[src/rtl/seg_scan_driver.sv]
// Time-multiplexed 4-digit 7-segment driver: one digit per slot, a blank
// window at the start of each slot, and 4-bit PWM brightness gating.
module seg_scan_driver #(
    parameter int SCAN_DIV  = 50000,
    parameter int BLANK_CYC = 500
) (
    input  logic       CLK,
    input  logic       RST,
    input  logic       Enable,
    input  logic [6:0] dg1,
    input  logic [6:0] dg2,
    input  logic [6:0] dg3,
    input  logic [6:0] dg4,
    input  logic [3:0] DpIn,
    input  logic [3:0] Brightness,
    output logic [6:0] Seg,
    output logic       Dp,
    output logic [3:0] An,
    output logic       FrameTick
);

    localparam int CW = $clog2(SCAN_DIV);
    localparam logic [CW-1:0] CNT_LAST  = CW'(SCAN_DIV - 1);
    localparam logic [CW-1:0] CNT_BLANK = CW'(BLANK_CYC);

    logic [CW-1:0] cnt_q, cnt_d;
    logic [1:0]    idx_q, idx_d;
    logic [3:0]    pwm_q, pwm_d;
    logic [6:0]    pat_q, pat_d;
    logic          dpl_q, dpl_d;
    logic [6:0]    seg_q, seg_d;
    logic          dp_q, dp_d;
    logic [3:0]    an_q, an_d;
    logic          frame_q, frame_d;

    logic [6:0] dg_arr [4];
    logic [3:0] an_sel_n;
    logic       cnt_last;
    logic       gate;
    logic       active;

    assign dg_arr[0] = dg1;
    assign dg_arr[1] = dg2;
    assign dg_arr[2] = dg3;
    assign dg_arr[3] = dg4;

    // Active-low one-hot anode for the digit currently being scanned.
    genvar gi;
    generate
        for (gi = 0; gi < 4; gi++) begin : g_an
            assign an_sel_n[gi] = (idx_q != 2'(gi));
        end
    endgenerate

    assign cnt_last = (cnt_q == CNT_LAST);
    assign gate     = (Brightness == 4'hF) || (pwm_q < Brightness);
    assign active   = (cnt_q >= CNT_BLANK) && gate;

    always_comb begin
        cnt_d   = cnt_q;
        idx_d   = idx_q;
        pwm_d   = pwm_q;
        pat_d   = pat_q;
        dpl_d   = dpl_q;
        seg_d   = 7'h7F;
        dp_d    = 1'b1;
        an_d    = 4'hF;
        frame_d = 1'b0;
        if (!Enable) begin
            cnt_d = '0;
            idx_d = 2'd0;
            pwm_d = 4'd0;
        end else begin
            cnt_d   = cnt_last ? '0 : cnt_q + 1'b1;
            idx_d   = cnt_last ? idx_q + 2'd1 : idx_q;
            pwm_d   = pwm_q + 4'd1;
            frame_d = cnt_last && (idx_q == 2'd3);
            // Latch only at slot start so mid-slot input changes cannot leak.
            if (cnt_q == '0) begin
                pat_d = dg_arr[idx_q];
                dpl_d = DpIn[idx_q];
            end
            if (active) begin
                an_d  = an_sel_n;
                seg_d = pat_q;
                dp_d  = ~dpl_q;
            end
        end
    end

    always_ff @(posedge CLK or posedge RST) begin
        if (RST) begin
            cnt_q   <= '0;
            idx_q   <= 2'd0;
            pwm_q   <= 4'd0;
            pat_q   <= 7'h7F;
            dpl_q   <= 1'b0;
            seg_q   <= 7'h7F;
            dp_q    <= 1'b1;
            an_q    <= 4'hF;
            frame_q <= 1'b0;
        end else begin
            cnt_q   <= cnt_d;
            idx_q   <= idx_d;
            pwm_q   <= pwm_d;
            pat_q   <= pat_d;
            dpl_q   <= dpl_d;
            seg_q   <= seg_d;
            dp_q    <= dp_d;
            an_q    <= an_d;
            frame_q <= frame_d;
        end
    end

    assign Seg       = seg_q;
    assign Dp        = dp_q;
    assign An        = an_q;
    assign FrameTick = frame_q;

endmodule

[config.mk]
export PLATFORM = sky130hd
export DESIGN_NAME = seg_scan_driver
export DESIGN_NICKNAME = d
export VERILOG_FILES = /design/src/rtl/seg_scan_driver.sv
export SDC_FILE = /design/constraint.sdc
export NUM_CORES = 1
export LEC_CHECK = 0
export BUFFER_PORTS_ARGS = -buffer_cell sky130_fd_sc_hd__buf_2
export CORE_MARGIN = 2
export CORE_UTILIZATION = 38
export DETAILED_ROUTE_END_ITERATION = 10
export SLEW_MARGIN = 5
export SYNTH_ARGS = -nofsm -noshare
export SYNTH_HDL_FRONTEND = slang
export SYNTH_SLANG_ARGS = --single-unit
export TNS_END_PERCENT = 20
[constraint.sdc]
create_clock -name CLK -period 1.8 [get_ports CLK]
set_input_delay 0 -clock CLK [delete_from_list [all_inputs] [get_ports CLK]]
set_output_delay 0 -clock CLK [all_outputs]
set_load 0.1 [all_outputs]
==> flow_summary.yaml <==
cells_and_area:
  instances_no_fill: 331
  layout-area-overhead-vs-synth_pct: 26.1
  final_cell_mix: "51 x buf_2, 24 x dfrtp_1, 23 x nor2_1, 19 x dfstp_2, 13 x buf_4"
  n_fill_cell: 510
  drive_gt1_frac: 0.436
  layout.area.seq_mm2: 0.00110
  mostFrequentLayoutCell: "buf_2"
  n_antenna_cell: 0
  multiInputGateArea_um2: 1000
  nets: 307
setup_path:
  endpoint_kind: "register"
  worstPathArrival_ps: 1910
  start_kind: "register"
  cp.required_ps: 2000
  critical_path_class: "reg2reg"
  crit_fanout: 8
synth:
  synthMuxAreaShare: 0.124
  synth-simple-area-share: 0.179
  synth_fa_ha_area_frac: 0.0575
  synth_top_family_by_area: "simple AND/OR/NAND/NOR gates"
  synth_edf_count: 0
  synth-xor-area-share: 0.0644
  ys.flop_type: "dfrtp_1"
  synth_compound_area_frac: 0.0310
  syn_inst: 189
  netlist_area_mm2: 0.00218
  synthArstFlopShare: 1.00
  yosysWarningCount: 0
  ys_seq_elements: 43
  yosysUniqueCellTypes: 31
  postSynthAreaPerCell_um2: 11.5
  synth_fp_nets: 238
  seq_area_frac_synth: 0.505
sta:
  finClkSkew_ps: 8.43
  setup_violations: 0
  rsz0062_at_grt: "true"
  fin_crit_ps: 1710
  fin_crit_sh: 0.953
  report.final.hold_viol_count: 0
  slew_headroom: 0.650
  drv_slew: 0
  fin_tns_setup_ps: 0
  max_freq_mhz: 583
  worst_slew_pin_slew_ps: 524
placed_design:
  hpwlAfterDp_mm: 3.20
  routabilityCongestion: 0.821
  placed_cells: 321
  portBuffers: 51
drt:
  route.detailed.drc: 0
  viasPerCell: 4.77
  vias: 1579
  drtIter0Drc: 55
  dr.pass1.iters: 4
  wl_per_cell_um: 12.9
  ant_nets: 0
  postRouteWirelength_mm: 4.26
clocking:
  cts.clk_slew.worst_paths_ps: 90
  insertion_delay_ps: 300
  postCtsSetupBuffers: 0
  clockBufferDepth: 2
  h-tree-depth: 2
  clock-sinks: 43
  cts_tree: "done"
  cts.root.buffer_cell: "clkbuf_8"
  numCtsBuffers: 5
power_and_ir_drop:
  p_sw_mw: 0.456
  seqPwrFrac: 0.565
  pwr-share-comb: 0.109
  total_power_mw: 1.90
  p_int_mw: 1.45
  p_sw_frac: 0.240
  p_leak_nw: 1.16
  p_per_area_mw_per_mm2: 693
  ir_drop_mv: 0.331
  clockPowerShare: 0.326
grt:
  grt_overflow_total: 0
  grt_pass1_wl_mm: 7.20
  grt_max_degree: 44
  grtUsageTotal: 0.147
  antenna_found_initial: 0
  grt_pass1_vias: 1543
floorplanning:
  die_area_mm2: 0.00635
  ios: 52
  initial_core_util: 0.395
  dieWidth_um: 79.7
  core-area_mm2: 0.00551
  die_y_um: 79.7
  rows: 27
worst_hold_path:
  hold_path_class: "in2reg"
status:
  status: "finished, final reports clean"
flow_run:
  cap_viol_max_count: 0
==> layout make-up <==
type	instances	area share
clock buffers	5	0.0251
repair buffers	68	0.150
multi-input cells	127	0.364
well taps	72	0.0328
clock inverters	3	0.00912
inverters	13	0.0178
flip-flops and latches	43	0.401
==> layer usage <==
layer  up-vias  share of wire  global-route usage
li1        788              -                   -
met3         5          0.040              0.0339
met4         0          0.012              0.0517
met2        28           0.48               0.229
met1       758           0.47               0.201
met5         -              0                   0
==> worst max-delay path: stages, from the launching register on <==
cell and delay, ps:
dfrtp_1 440, nor4_2 310, and2_1 190, and4_1 170, buf_4 170, mux2_2 340
==> path summary, 6_finish.rpt <==
path	to	slack, ps	startpoint	cells past startpoint
hold / removal	pat_q[4]	150	dg1[4]	3
max in group asynchronous	pat_q[5]	1050	RST	4
min in group asynchronous	dpl_q	370	RST	4
setup reg to reg	dpl_q	90	cnt_q[11]	5
setup / recovery	dpl_q	90	cnt_q[11]	5
hold reg to reg	Dp	390	dpl_q	1
==> power by group through the flow <==
stage	Combinational (mW)	Clock [mW]	Sequential (mW)
floorplan	0.130	0	1.09
global placement	0.201	0	1.09
CTS	0.211	0.652	1.08
detailed placement	0.207	0	1.09
global route	0.232	0.694	1.09
finish	0.207	0.620	1.08
==> cell usage after synthesis, types with 2 or more instances <==
| master | n | area (um^2) |
|---|---|---|
| a21oi_1 | 3 | 15.0 |
| and2_1 | 2 | 12.5 |
| and3_1 | 2 | 12.5 |
| and4_1 | 3 | 26.3 |
| buf_4 | 3 | 22.5 |
| clkbuf_1 | 2 | 7.51 |
| dfrtp_1 | 24 | 601 |
| dfstp_2 | 19 | 499 |
| ha_1 | 10 | 125 |
| inv_1 | 12 | 45.0 |
| mux2_2 | 8 | 90.1 |
| mux4_2 | 8 | 180 |
| nand2_1 | 9 | 33.8 |
| nand2b_1 | 7 | 43.8 |
| nand3_1 | 8 | 40.0 |
| nand4_1 | 5 | 31.3 |
| nor2_1 | 23 | 86.3 |
| nor3_1 | 8 | 40.0 |
| nor4_1 | 4 | 25.0 |
| o21ai_0 | 4 | 20.0 |
| xnor2_1 | 12 | 105 |
| xor2_1 | 4 | 35.0 |
==> per-stage QoR <==
step | hold slack, ps | util | instance area (um^2) | setup WS, ps
2_1_floorplan | 119 | - | 2180 | 45.2
3_3_place_gp | 167 | 0.477 | 2630 | 55.7
3_5_place_dp | 170 | 0.477 | 2630 | 13.1
4_1_cts | 141 | 0.497 | 2740 | 5.32
5_1_grt | 137 | 0.499 | 2750 | -3.34
6_report | 149 | 0.499 | 2750 | 85.3
==> cells by family after synthesis <==
group | Yosys count
compound gates | 10
xor+xnor | 16
fa+ha+maj | 10
buf+inv | 19
flops | 43
mux | 16
simple gates | 75
==> sequential cells by signal (all words and copies together), names as in the netlist <==
| name | cells |
|---|---|
| pat_q | 7 |
| pwm_q | 4 |
| Dp | 1 |
| idx_q | 2 |
| cnt_q | 16 |
| dpl_q | 1 |
| Seg | 7 |
| FrameTick | 1 |
| An | 4 |
==> repair_timing <==
item                       4_1_cts  5_1_grt
hold buffers                     2        0
setup endpoints to repair        0       20
hold endpoints to repair        26        0
resized for setup                0        1
No activity file was read; power rests on OpenSTA's default activity.
